<file path="config.mk">
export PLATFORM = sky130hd
export DESIGN_NAME = kernel_d_ostream_collect
export DESIGN_NICKNAME = d
export VERILOG_FILES = /design/src/rtl/kernel_d_ostream_collect.sv
export SDC_FILE = /design/constraint.sdc
export NUM_CORES = 1
export LEC_CHECK = 0
export CORE_AREA = 2 2 139 141
export DETAILED_ROUTE_END_ITERATION = 8
export DIE_AREA = 0 0 141 143
export GPL_TIMING_DRIVEN = 0
export HOLD_SLACK_MARGIN = 0.03
export MAX_ROUTING_LAYER = met4
export PLACE_DENSITY_LB_ADDON = 0.3
export SETUP_SLACK_MARGIN = 0.1
export SYNTH_ARGS = -nofsm -noshare
export SYNTH_HDL_FRONTEND = slang
export SYNTH_SLANG_ARGS = --single-unit
export TNS_END_PERCENT = 100
</file>
<file path="constraint.sdc">
create_clock -name clk_i -period 12.71 [get_ports clk_i]
set_clock_uncertainty 0.2 [all_clocks]
set_input_delay 2.542 -clock clk_i [delete_from_list [all_inputs] [get_ports clk_i]]
set_output_delay 2.542 -clock clk_i [all_outputs]
set_load 0.01 [all_outputs]
</file>
<file path="src/rtl/kernel_d_ostream_collect.sv">
// Output-stream collector for kernel_D: buffers the kd_vout stream in a show-ahead FIFO,
// counts one frame of NITEMS items and reports busy/done to the host controller.
module kernel_d_ostream_collect #(
    parameter int unsigned STREAMW = 32,
    parameter int unsigned DEPTH   = 8,
    parameter int unsigned NITEMS  = 1024,
    localparam int unsigned CNTW   = $clog2(NITEMS + 1)
) (
    input  logic               clk_i,
    input  logic               rst_ni,
    input  logic               start_i,
    input  logic               ivalid_i,
    output logic               iready_o,
    input  logic [STREAMW-1:0] din_i,
    output logic               ovalid_o,
    input  logic               oready_i,
    output logic [STREAMW-1:0] dout_o,
    output logic [CNTW-1:0]    count_o,
    output logic               busy_o,
    output logic               done_o
);

    localparam int unsigned AW = $clog2(DEPTH);
    localparam logic [CNTW-1:0] NItems = CNTW'(NITEMS);

    typedef enum logic [1:0] {StIdle, StRun, StDrain, StDone} state_e;

    state_e state_q, state_d;

    logic [AW:0]        wr_ptr_q, wr_ptr_d;
    logic [AW:0]        rd_ptr_q, rd_ptr_d;
    logic [CNTW-1:0]    in_cnt_q, in_cnt_d;
    logic [CNTW-1:0]    out_cnt_q, out_cnt_d;
    logic [STREAMW-1:0] mem_q [DEPTH];

    logic empty, full, wr_en, rd_en;

    assign empty = (wr_ptr_q == rd_ptr_q);
    assign full  = (wr_ptr_q[AW] != rd_ptr_q[AW]) && (wr_ptr_q[AW-1:0] == rd_ptr_q[AW-1:0]);
    assign wr_en = ivalid_i && iready_o;
    assign rd_en = ovalid_o && oready_i;

    // State register
    always_ff @(posedge clk_i or negedge rst_ni) begin
        if (!rst_ni) begin
            state_q <= StIdle;
        end else begin
            state_q <= state_d;
        end
    end

    // Next-state logic
    always_comb begin
        state_d = state_q;
        unique case (state_q)
            StIdle:  if (start_i) state_d = StRun;
            StRun:   if (wr_en && (in_cnt_q + CNTW'(1) == NItems)) state_d = StDrain;
            StDrain: if (out_cnt_q == NItems) state_d = StDone;
            StDone:  state_d = StIdle;
            default: state_d = StIdle;
        endcase
    end

    // FSM outputs; iready depends only on registered state so there is no ready-through path
    always_comb begin
        iready_o = 1'b0;
        busy_o   = 1'b0;
        done_o   = 1'b0;
        unique case (state_q)
            StRun: begin
                iready_o = !full && (in_cnt_q < NItems);
                busy_o   = 1'b1;
            end
            StDrain: busy_o = 1'b1;
            StDone:  done_o = 1'b1;
            default: ;
        endcase
    end

    always_comb begin
        wr_ptr_d  = wr_ptr_q;
        rd_ptr_d  = rd_ptr_q;
        in_cnt_d  = in_cnt_q;
        out_cnt_d = out_cnt_q;
        if (wr_en) begin
            wr_ptr_d = wr_ptr_q + 1'b1;
            in_cnt_d = in_cnt_q + CNTW'(1);
        end
        if (rd_en) begin
            rd_ptr_d  = rd_ptr_q + 1'b1;
            out_cnt_d = out_cnt_q + CNTW'(1);
        end
        if (state_q == StIdle && start_i) begin
            in_cnt_d  = '0;
            out_cnt_d = '0;
        end
    end

    always_ff @(posedge clk_i or negedge rst_ni) begin
        if (!rst_ni) begin
            wr_ptr_q  <= '0;
            rd_ptr_q  <= '0;
            in_cnt_q  <= '0;
            out_cnt_q <= '0;
        end else begin
            wr_ptr_q  <= wr_ptr_d;
            rd_ptr_q  <= rd_ptr_d;
            in_cnt_q  <= in_cnt_d;
            out_cnt_q <= out_cnt_d;
        end
    end

    // Storage needs no reset: emptiness is tracked by the pointers alone
    always_ff @(posedge clk_i) begin
        if (wr_en) begin
            mem_q[wr_ptr_q[AW-1:0]] <= din_i;
        end
    end

    assign ovalid_o = !empty;
    assign dout_o   = empty ? '0 : mem_q[rd_ptr_q[AW-1:0]];
    assign count_o  = out_cnt_q;

endmodule

</file>
[Word level (Yosys, flattened, before mapping)]
Memories as Yosys holds them, arrays and structs flattened.
Cells that the tools add are included.
Operators by class
  $add $sub $neg: 4
  equal/unequal tests: 11
  reductions and logical operators: 13
  magnitude comparators: 1
  mux-type cells: 14
Operators by type and width (count)
  2-to-1 mux 11 bit: 4
  2-to-1 mux 32 bit: 1
  adder 11 x 1 -> 11 bit (second input constant): 2
  == test 11 bit (second input constant): 2
  < comparator 11 bit (second input constant): 1
  adder 4 x 1 -> 4 bit (second input constant): 2
  one-hot mux 2 bit (4 select lines): 1
  logical AND 1 bit: 6
  2-to-1 mux 2 bit: 3
  != test 2 bit (second input constant): 3
  2-to-1 mux 1 bit: 5
  == test 2 bit (second input constant): 2
  == test 4 bit: 1
  nonzero test 2 bit: 2
  == test 3 bit: 1
  AND reduction 3 bit: 1
  == test 2 x 1 -> 1 bit (second input constant): 1
  logical NOT 1 bit: 2
  logical NOT 2 bit: 1
  OR reduction 2 bit: 1
  != test 1 bit: 1
Word-level totals
  bits in registers: 32
  memories kept: 1
  RAM bits: 256
  output and inout bits: 47
  word-level logic and storage cells: 49
  bits of input ports: 37
Memory list
  mem_q: depth 8, bits a word 32, read ports 1, clocked after memory_dff 0, write ports 1, RTL line 34  | logic [STREAMW-1:0] mem_q [DEPTH];

[Logic depth before layout (Yosys ltp)]
Gate-level depths: netlist of run 1.
  depth after elaboration: 9
  mapped depth: 8
  gate-level depth less buffers: 7

[Worst setup path after synthesis of run 1]
OpenSTA, ideal clock, no wires.
  path type: input -> register
  from: input ivalid_i
  to: memory mem_q[1][0] (enable)
  required time: 11997 ps
  path slack: 5547 ps
  arrival: 6450 ps
  stages on the path: 4
  path buffers: 1
  library setup time: 513 ps
  cell sequence: nand2_1 or3_1 buf_2 nor4b_1
On the way
  cells in the longest elaborated chain, start to end: 3
RTL lines
  start, declared: RTL line 12  | input logic ivalid_i,
  logical AND 1 bit: RTL line 40  | assign wr_en = ivalid_i && iready_o;
  2-to-1 mux 1 bit: RTL line 115  | if (wr_en) begin
  2-to-1 mux 1 bit (implied by the code): RTL line 116  | mem_q[wr_ptr_q[AW-1:0]] <= din_i;
  end, declared: RTL line 34
Every way passes these cells.

[Final worst setup path of run 1]
  from: register rd_ptr_q[0]
  to: output dout_o[22]
On the way
  cells in the longest elaborated chain, start to end: 2
  elaborated cells between the ends (all ways): 3
  those cells by class: eq/ne (1); mux (1); memory (1)
RTL lines
  start, declared: RTL line 31  | logic [AW:0] rd_ptr_q, rd_ptr_d;
  start signal, assigned: RTL line 107  | rd_ptr_q <= rd_ptr_d;
  memory read (8 x 32 bit) / == test 4 bit (equally long branches)
  2-to-1 mux 32 bit *: RTL line 121  | assign dout_o = empty ? '0 : mem_q[rd_ptr_q[AW-1:0]];
  end, declared: RTL line 17  | output logic [STREAMW-1:0] dout_o,
Every way passes the cells marked *; elsewhere a longest branch is shown, timed or not.

==> flow_metrics.env, run 1 <==
export IMPL_cts_sinks=288
export IMPL_viasPerCell=6.064
export IMPL_yosysUniqueCellTypes=34
export IMPL_ir_drop_mv=0.1730
export IMPL_crit_path_end_kind="output pin"
export IMPL_initial_utilization_pct=61.61
export IMPL_worstMarginPinSlew_ps=991.7
export IMPL_synth_cells=592
export IMPL_worst_path_max_fanout=10
export IMPL_multi_input_area_sq_um=2863
export IMPL_synth_compound_area_share_pct=0.5028
export IMPL_hold_buffers=0
export IMPL_synth_top_cell_by_area="edfxtp_1"
export IMPL_hp_class="flop to flop"
export IMPL_drive_gt1_share_pct=20.00
export IMPL_fmax_mhz=149.1
export IMPL_synthMuxAreaShare_pct=15.76
export IMPL_path_buf_inv=4
export IMPL_ys_async_sr_fraction_pct=11.11
export IMPL_cpMaxStageDelayCell="buf_1"
export IMPL_synthAdderAreaFrac_pct=1.202
export IMPL_grt_ovfl_total=0
export IMPL_grt_pass1_wl_microns=36430
export IMPL_synthTopCellsByArea="edfxtp_1 (67%), mux4_2 (13%), dfrtp_1 (7.0%)"
export IMPL_place_ws_ps=6450
export IMPL_vias=6028
export IMPL_clockBufferDepth=3
export IMPL_h_tree_depth=1
export IMPL_synth_enable_flop_cells=256
export IMPL_cts_buffers=28
export IMPL_fin_crit_ps=6709
export IMPL_synthSimpleGateAreaFrac_pct=4.634
export IMPL_path_class="flop to output pin"
export IMPL_slew_violations=0
export IMPL_worstSkewPairLatency_ps=520
export IMPL_wirelength_microns=23220
export IMPL_firstDrtPassIters=5
export IMPL_die_area_sq_um=20160
export IMPL_die_width_microns=141
export IMPL_cts_resized=0
export IMPL_crit_arrival_ps=3970
export IMPL_grt_max_degree=33
export IMPL_power_density_nw_per_um2=234.9
export IMPL_rsz0062_at_grt="false"
export IMPL_antennaDiodeCount=0
export IMPL_fin_crit_sh_pct=52.78
export IMPL_synth_top_area_share_pct=67.15
export IMPL_post_route_drc_count=0
export IMPL_worst_slack_ps=6001
export IMPL_finalNetCount=786
export IMPL_num_io_pins=84
export IMPL_fill_cells=1056
export IMPL_die_h_microns=143
export IMPL_gp_routability_congestion=0.8069
export IMPL_yosys_area_share_xor_xnor_pct=2.448
export IMPL_fin_tns_setup_ps=0
export IMPL_netlist_area_sq_um=11450
export IMPL_track_usage_pct=24.78
export IMPL_synth_nets=640
export IMPL_min_path_cells=1
export IMPL_cts_tree="yes"
export IMPL_cpPeakStageDelay_ps=770
export IMPL_slew_headroom_pct=33.88
export IMPL_cap_violations=0
export IMPL_crit_chain="clkbuf_1, clkbuf_1, buf_1, mux4_2, mux2i_1, nor2_1, clkdlybuf4s50_1"
export IMPL_syn_to_final_growth_pct=20.62
export IMPL_cp_top_family="buffers and inverters"
export IMPL_final_antenna_net_count=0
export IMPL_critPathMostFrequentCell="clkbuf_1"
export IMPL_grt_pass1_vias=6417
export IMPL_routedWlPerCell_microns=23.36
export IMPL_antenna_found_initial=0
export IMPL_avgSynthCellArea_sq_um=19.34
export IMPL_cp_num_cells=7
export IMPL_status="complete, no violations"
export IMPL_clock_root_buffer="clkbuf_16"
export IMPL_first_iter_violations=632
export IMPL_setup_violations=0
export IMPL_ys_seq_elements=288
export IMPL_power_leakage_nw=4.776
export IMPL_clk_pin_slew_ps=60
export IMPL_regArea_sq_um=8488
export IMPL_post_cts_buffers=0
export IMPL_dp_hpwl_microns=15350
export IMPL_cp_required_ps=9970
export IMPL_core_sq_um=18580
export IMPL_synth_top_family_by_area="multiplexers"
export IMPL_dp_cells=942
export IMPL_portBuffers=83
export IMPL_total_power_mw=3.244
export IMPL_hold_violations=0
export IMPL_fin_cells=994
export IMPL_cp_start_kind="flop"
export IMPL_rows=50
export IMPL_ys_seq_area_share_pct=74.15
export IMPL_r2r_cells=10
export IMPL_synth_ff_type="edfxtp_1"
export IMPL_yosysWarnings=0
## worst paths after layout
path / slack [ps] / startpoint / endpoint
max in group asynchronous: 9950 / rst_ni / in_cnt_q[6]
hold reg to reg: 310 / wr_ptr_q[3] / wr_ptr_q[3]
hold / removal: 310 / wr_ptr_q[3] / wr_ptr_q[3]
setup reg to reg: 9150 / rd_ptr_q[0] / mem_q[5][6]
setup / recovery: 6000 / rd_ptr_q[0] / dout_o[22]
min in group asynchronous: 1870 / rst_ni / count_o[0]
## metal layers
layer  routed length [microns]  part of all wire (%)  GRT usage [%]
met1                      9481                    41          33.20
met2                     12030                    52          41.34
met3                      1374                   5.9          3.823
met4                       340                   1.5          5.579
met5                         0                     0              -
## report_power, final
| part | switching, mW | internal, mW |
|---|---|---|
| Combinational | 0.610 | 0.603 |
| Sequential | 0.0668 | 1.20 |
| Clock | 0.328 | 0.434 |
## cells by family after synthesis
family                     count (synthesis)
xor gates and xnor gates                  32
DFF                                      288
and+or+nand+nor                          115
buffers and inverters                     38
AOI/OAI and AO/OA                          8
muxes                                    100
adders and majority gates                 11
## flip-flops by register name, summed over array words and instances (netlist names)
register and cells:
state_q 2, in_cnt_q 11, count_o 11, mem_q 256, rd_ptr_q 4, wr_ptr_q 4
## Yosys cell counts, types with 2 or more instances
master    number
buf_1          5
edfxtp_1     256
nor2b_1        2
inv_1          7
nor3b_1        4
nor3_1         5
xor2_1        20
ha_1          11
nand3_1        5
nor4_1         4
mux2i_1       34
dfrtp_1       32
nand4_1        8
nand2_1       20
nor2_1        56
mux4_2        64
clkbuf_1      21
or3_1          2
xnor2_1       12
buf_2          5
nor4b_1        3
and3_1         3
a31oi_1        2
## metrics by stage
step	util [%]	cell area [sq um]	hold slack, ps
2_1_floorplan	-	11450	260.4
3_3_place_gp	67.66	12570	273.1
3_5_place_dp	69.72	12950	295.7
4_1_cts	74.34	13810	306.7
5_1_grt	74.32	13810	325.7
6_report	74.32	13810	306.9
## worst register-to-register path, cell delays in order (launching register included)
cell	delay, ps
dfrtp_1	350
clkbuf_1	270
xor2_1	260
nor4b_1	130
nor3_1	320
nand2_1	250
nor3b_2	710
buf_6	250
buf_6	160
buf_6	170
buf_6	160
## cells in the final DEF (no fill, tap or decap), types with 8 or more instances in the layout
cell / Yosys / layout
buf_4: 0 / 13
dfrtp_1: 32 / 32
nand2_1: 20 / 20
clkdlybuf4s50_1: 0 / 82
xor2_1: 20 / 20
clkbuf_16: 0 / 29
edfxtp_1: 256 / 256
nand4_1: 8 / 8
mux2i_1: 34 / 34
nor2_1: 56 / 55
buf_6: 0 / 19
ha_1: 11 / 11
clkbuf_1: 21 / 28
mux4_2: 64 / 64
xnor2_1: 12 / 12
## layout make-up
cell class	count	area share, %
Buffer	31	0.8880
Clock buffer	39	5.745
Clock inverter	13	0.4712
Inverter	7	0.1903
Multi-Input combinational cell	266	20.73
Sequential cell	288	61.47
Tap cell	234	2.120
Timing Repair Buffer	116	8.382
Note: power is estimated with default switching activity, not from simulation.
==> run 2: changes to the inputs <==
Settings changed: CORE_AREA 2 2 139 141 to 2 2 144 146, DIE_AREA 0 0 141 143 to 0 0 146 148.
Clock period 12.71 ns to 6.8 ns, I/O delays scaled along.
==> run 2 against run 1 <==
Effect of this change:
- global-route usage is 1.9 points lower
- die area is 7.2% higher
- design area is 0.35% higher
- first-iteration DRC count is 21% lower
- clock-buffer cell count is 4 higher
- wire length is 0.43% higher
- setup slack worse by 4700 ps
- combinational power is 86% higher
- sequential share of layout area is 0.22 points lower
- hold slack worse by 11 ps
- critical path depth stayed put
==> flow_metrics.env, run 2 (synthesis results as in run 1) <==
export IMPL_p_seq_share_pct=38.6
export IMPL_crit_chain="clkbuf_1, clkbuf_1, buf_1, mux4_2, mux2i_1, nor2_1, clkdlybuf4s50_1"
export IMPL_cts_resized=0
export IMPL_largest_reg_flops=256
export IMPL_cts_tree="yes"
export IMPL_grt_ovfl_total=0
export IMPL_portBuffers=83
export IMPL_crit_arrival_ps=3960
export IMPL_core_sq_um=20040
export IMPL_reg2reg_slack_ps=3390
export IMPL_hold_buffers=0
export IMPL_status="complete, no violations"
export IMPL_hp_class="flop to flop"
export IMPL_fin_crit_sh_pct=81.16
export IMPL_final_core_util_pct=69.15
export IMPL_post_cts_buffers=0
export IMPL_rows=52
export IMPL_drive_gt1_share_pct=19.39
export IMPL_ir_drop_mv=0.3221
export IMPL_vias=5950
export IMPL_mostFrequentLayoutCells="edfxtp_1 (256), clkdlybuf4s50_1 (82), mux4_2 (64)"
export IMPL_wl_met2_microns=12300
export IMPL_clk_pin_slew_ps=60
export IMPL_post_route_drc_count=0
export IMPL_cp_startpoint="rd_ptr_q[0]"
export IMPL_wl_met3_microns=1210
export IMPL_antennaDiodeCount=0
export IMPL_die_area_sq_um=21610
export IMPL_sw_frac_of_total_pct=30.49
export IMPL_fill_cells=1320
export IMPL_worst_path_max_fanout=10
export IMPL_slew_violations=0
export IMPL_hold_violations=0
export IMPL_hp_start="wr_ptr_q[3]"
export IMPL_die_h_microns=148
export IMPL_clock_root_buffer="clkbuf_16"
export IMPL_worstMarginPinSlew_ps=1005
export IMPL_firstDrtPassIters=4
export IMPL_viasPerCell=5.788
export IMPL_crit_path_end_kind="output pin"
export IMPL_num_io_pins=84
export IMPL_cts_sinks=288
export IMPL_die_width_microns=146
export IMPL_cp_required_ps=5240
export IMPL_top_layer_used="met4"
export IMPL_h_tree_depth=1
export IMPL_cpPeakStageDelay_ps=770
export IMPL_routedWlPerCell_microns=22.69
export IMPL_antenna_found_initial=0
export IMPL_finalNetCount=784
export IMPL_dp_hpwl_microns=15450
export IMPL_grt_pass1_vias=6346
export IMPL_fmax_mhz=181.2
export IMPL_final_antenna_net_count=0
export IMPL_critPathMostFrequentCell="clkbuf_1"
export IMPL_power_leakage_nw=4.784
export IMPL_syn_to_final_growth_pct=21.05
export IMPL_total_power_mw=6.136
export IMPL_track_usage_pct=22.89
export IMPL_power_density_nw_per_um2=442.8
export IMPL_slew_headroom_pct=32.97
export IMPL_initial_utilization_pct=57.12
export IMPL_p_clk_share_pct=24.7
export IMPL_wirelength_microns=23320
export IMPL_fin_crit_ps=5519
export IMPL_setup_violations=0
export IMPL_layout_commonest_cell="edfxtp_1"
export IMPL_cap_violations=0
export IMPL_reg2reg_from="rd_ptr_q[0]"
export IMPL_met1_length_microns=9363
export IMPL_grt_max_degree=33
export IMPL_path_class="flop to output pin"
export IMPL_p_sw_mw=1.871
export IMPL_cp_start_kind="flop"
export IMPL_cts_buffers=28
export IMPL_first_iter_violations=501
export IMPL_cpMaxStageDelayCell="buf_1"
export IMPL_grt_pass1_wl_microns=36220
export IMPL_gp_routability_congestion=0.7679
export IMPL_worstSkewPairLatency_ps=540
export IMPL_rsz0062_at_grt="false"
export IMPL_clockBufferDepth=3
export IMPL_p_int_mw=4.265
export IMPL_comb_power_share_pct=36.6
[run 2: cell count changes in the layout (fill, tap and decap cells not counted)]
cell / delta
buf_4: +3
clkbuf_8: -3
clkinvlp_4: -3
clkbuf_1: +7
clkinv_1: -4
bufinv_16: +3
buf_6: -5
[run 2: routing by layer]
metal	track usage [%]	vias to the layer above
li1	-	2631
met1	29.62	3096
met2	39.03	187
met3	3.302	36
met4	5.728	0
met5	-	-
[run 2: layout make-up]
type | count | area (sq um) | area share [%]
well taps | 270 | 337.8 | 2.438
plain buffers | 31 | 122.6 | 0.8849
clock inverters | 9 | 117.6 | 0.8488
multi-input cells | 266 | 2863 | 20.66
repair buffers | 114 | 1124 | 8.108
clock buffers | 43 | 778.2 | 5.616
inverters | 7 | 26.28 | 0.1896
flip-flops and latches | 288 | 8488 | 61.26
[run 2: through the flow]
stage	setup TNS [ps]	hold WS (ps)	instances	setup slack (ps)	cell area, sq um
after floorplan	0	260.4	592	818.7	11450
after global placement	-355860	274.5	945	-2824	12620
after detailed placement	0	290.5	976	1750	12970
after CTS	0	298.4	1028	1119	13860
after global routing	0	306.8	1028	921.2	13860
final	0	295.4	1028	1281	13860
[run 2: path summary, 6_finish.rpt]
path	cells after the start	end
setup / recovery	7	dout_o[21]
hold / removal	1	wr_ptr_q[3]
setup reg to reg	9	mem_q[5][12]
hold reg to reg	1	wr_ptr_q[3]
max in group asynchronous	1	in_cnt_q[2]
min in group asynchronous	1	count_o[10]
[run 2: power by group through the flow]
stage	Combinational (mW)	Sequential [mW]	Clock, mW
3_5_place_dp	2.27	2.41	0
5_1_grt	2.43	2.40	1.60
6_report	2.25	2.37	1.52
2_1_floorplan	1.27	2.39	0
3_3_place_gp	2.12	2.42	0
4_1_cts	2.29	2.37	1.53
[run 2: worst max-delay path: cells and delay by family (launching register included)]
kind | cells | cell delay (ps)
simple gates | 1 | 70
mux | 2 | 840
buf+inv | 4 | 2150
flops | 1 | 360
==> run 3: changes to the inputs <==
Settings changed: CORE_AREA 2 2 144 146 to 2 2 150 152, DIE_AREA 0 0 146 148 to 0 0 152 154.
Clock period 6.8 ns to 4.75 ns, I/O delays scaled along.
==> run 3 against run 2 <==
Effect of this change:
- flip-flop and latch count unchanged
- global-route usage is 1.6 points lower
- clock power increased by 47%
- cell count increased by 0.78%
- hold slack got worse by 41 ps
- via count increased by 0.20%
- design area grew 0.88%
- wire length rose by 1.9%
- largest cell class unchanged
- sequential share of layout area fell by 0.53 points
- critical path type unchanged
==> flow_metrics.env, run 3 (synthesis results as in run 1) <==
export IMPL_antenna_found_initial=0
export IMPL_cts_tree="yes"
export IMPL_clk_pin_slew_ps=60
export IMPL_cp_required_ps=3600
export IMPL_crit_arrival_ps=3330
export IMPL_viasPerCell=5.755
export IMPL_cpPeakStageDelay_ps=720
export IMPL_die_width_microns=152
export IMPL_firstDrtPassIters=5
export IMPL_cp_num_cells=6
export IMPL_drive_gt1_share_pct=21.03
export IMPL_r2r_cells=10
export IMPL_core_sq_um=21690
export IMPL_slew_violations=0
export IMPL_post_cts_buffers=0
export IMPL_comb_power_share_pct=37.0
export IMPL_dpl_cell_area_sq_um=13020
export IMPL_fmax_mhz=223.3
export IMPL_first_iter_violations=431
export IMPL_wirelength_microns=23770
export IMPL_sw_frac_of_total_pct=31.22
export IMPL_grt_pass1_vias=6300
export IMPL_fin_crit_ps=4479
export IMPL_p_clk_share_pct=25.1
export IMPL_worstSkewPairLatency_ps=550
export IMPL_setup_violations=0
export IMPL_crit_path_end_kind="output pin"
export IMPL_rsz0062_at_grt="true"
export IMPL_vias=5962
export IMPL_antennaDiodeCount=0
export IMPL_fill_cells=1427
export IMPL_track_usage_pct=21.25
export IMPL_worst_path_max_fanout=10
export IMPL_cts_buffers=29
export IMPL_path_class="flop to output pin"
export IMPL_syn_to_final_growth_pct=22.11
export IMPL_fin_tns_setup_ps=0
export IMPL_initial_utilization_pct=52.78
export IMPL_post_route_drc_count=0
export IMPL_num_io_pins=84
export IMPL_portBuffers=83
export IMPL_power_leakage_nw=4.827
export IMPL_worstMarginPinSlew_ps=920.2
export IMPL_dp_hpwl_microns=15610
export IMPL_grt_pass1_wl_microns=37040
export IMPL_grt_ovfl_total=0
export IMPL_status="complete, no violations"
export IMPL_gp_routability_congestion=0.7962
export IMPL_rows=54
export IMPL_die_area_sq_um=23410
export IMPL_clock_root_buffer="clkbuf_16"
export IMPL_mostFrequentLayoutCells="edfxtp_1 (256), clkdlybuf4s50_1 (82), mux4_2 (64)"
export IMPL_grt_max_degree=33
export IMPL_cap_violations=0
export IMPL_fin_crit_sh_pct=94.29
export IMPL_crit_chain="clkbuf_1, buf_1, mux4_2, mux2i_1, nor2_1, clkdlybuf4s50_1"
export IMPL_stdcell_area_sq_um=13980
export IMPL_routedWlPerCell_microns=22.94
export IMPL_hold_violations=0
export IMPL_p_int_mw=6.139
export IMPL_power_density_nw_per_um2=638.5
export IMPL_cp_top_family="buffers and inverters"
export IMPL_cts_sinks=288
export IMPL_cpMaxStageDelayCell="buf_1"
export IMPL_path_buf_inv=3
export IMPL_die_h_microns=154
export IMPL_layout_commonest_cell="edfxtp_1"
export IMPL_hold_buffers=0
export IMPL_cp_start_kind="flop"
export IMPL_h_tree_depth=1
export IMPL_largest_reg_flops=256
export IMPL_final_antenna_net_count=0
export IMPL_clockBufferDepth=3
export IMPL_slew_headroom_pct=38.65
export IMPL_finalNetCount=781
export IMPL_hp_class="input pin to asynchronous set/reset pin"
export IMPL_p_seq_share_pct=37.9
export IMPL_ir_drop_mv=0.4752
export IMPL_p_sw_mw=2.787
[run 3: cell count changes in the layout (fill, tap and decap cells not counted), moves of 3 or more]
cell / change
buf_1: -4
buf_2: +3
buf_4: -15
buf_6: +9
clkbuf_1: -14
clkbuf_2: +6
clkinv_1: +4
clkinvlp_4: +4
[run 3: timing repair]
action / CTS / global route
hold endpoints to repair: 0 / 0
endpoints found under the setup margin: 32 / 32
gates resized for setup: 12 / 17
[run 3: final timing paths]
kind                              from           end  slack [ps]
max                        rd_ptr_q[0]    dout_o[14]         270
min                             rst_ni    count_o[1]         250
max reg2reg                wr_ptr_q[0]  mem_q[5][31]        1160
max in group asynchronous       rst_ni  in_cnt_q[10]        3640
min in group clk_i         wr_ptr_q[3]   wr_ptr_q[3]         310
min reg2reg                wr_ptr_q[3]   wr_ptr_q[3]         310
[run 3: layout make-up]
| type | instances | area [sq um] | area share, % |
|---|---|---|---|
| plain buffers | 31 | 137.6 | 0.9846 |
| clock buffers | 35 | 748.2 | 5.353 |
| clock inverters | 19 | 187.7 | 1.343 |
| inverters | 7 | 26.28 | 0.1880 |
| multi-input cells | 266 | 2898 | 20.73 |
| flip-flops and latches | 288 | 8488 | 60.72 |
| well taps | 280 | 350.3 | 2.506 |
| repair buffers | 110 | 1142 | 8.172 |
[run 3: power by group through the flow]
stage | Clock (mW) | Sequential [mW] | Combinational, mW
global placement | 0 | 3.45 | 3.06
CTS | 2.27 | 3.39 | 3.35
global route | 2.37 | 3.42 | 3.56
detailed placement | 0 | 3.44 | 3.30
floorplan | 0 | 3.42 | 1.83
finish | 2.24 | 3.39 | 3.30
[run 3: worst register-to-register path: cells and delay by family (launching register included)]
kind	cells	cell delay, ps
xor gates and xnor gates	1	330
and+or+nand+nor	4	1410
DFF	1	340
buffers and inverters	5	1020
[run 3: through the flow]
step                util [%]  instances  power [mW]  setup WS, ps  hold slack [ps]
finish                 64.45       1036       8.926         271.3            254.0
global route           64.45       1036       9.360         21.92            318.9
global placement       58.31        955       6.519         -2742            275.0
floorplan                  -        592       5.250         300.2            260.4
CTS                    64.49       1036       9.006         110.8            316.4
detailed placement     60.05        982       6.739         139.9            284.6
[run 3: metal layers]
| metal | vias to the layer above | part of all wire [%] | global-route usage (%) |
|---|---|---|---|
| met2 | 185 | 51 | 35.35 |
| met3 | 34 | 5.2 | 3.213 |
| met5 | - | 0 | - |
| met1 | 3111 | 42 | 28.29 |
| li1 | 2632 | - | - |
| met4 | 0 | 1.8 | 4.717 |
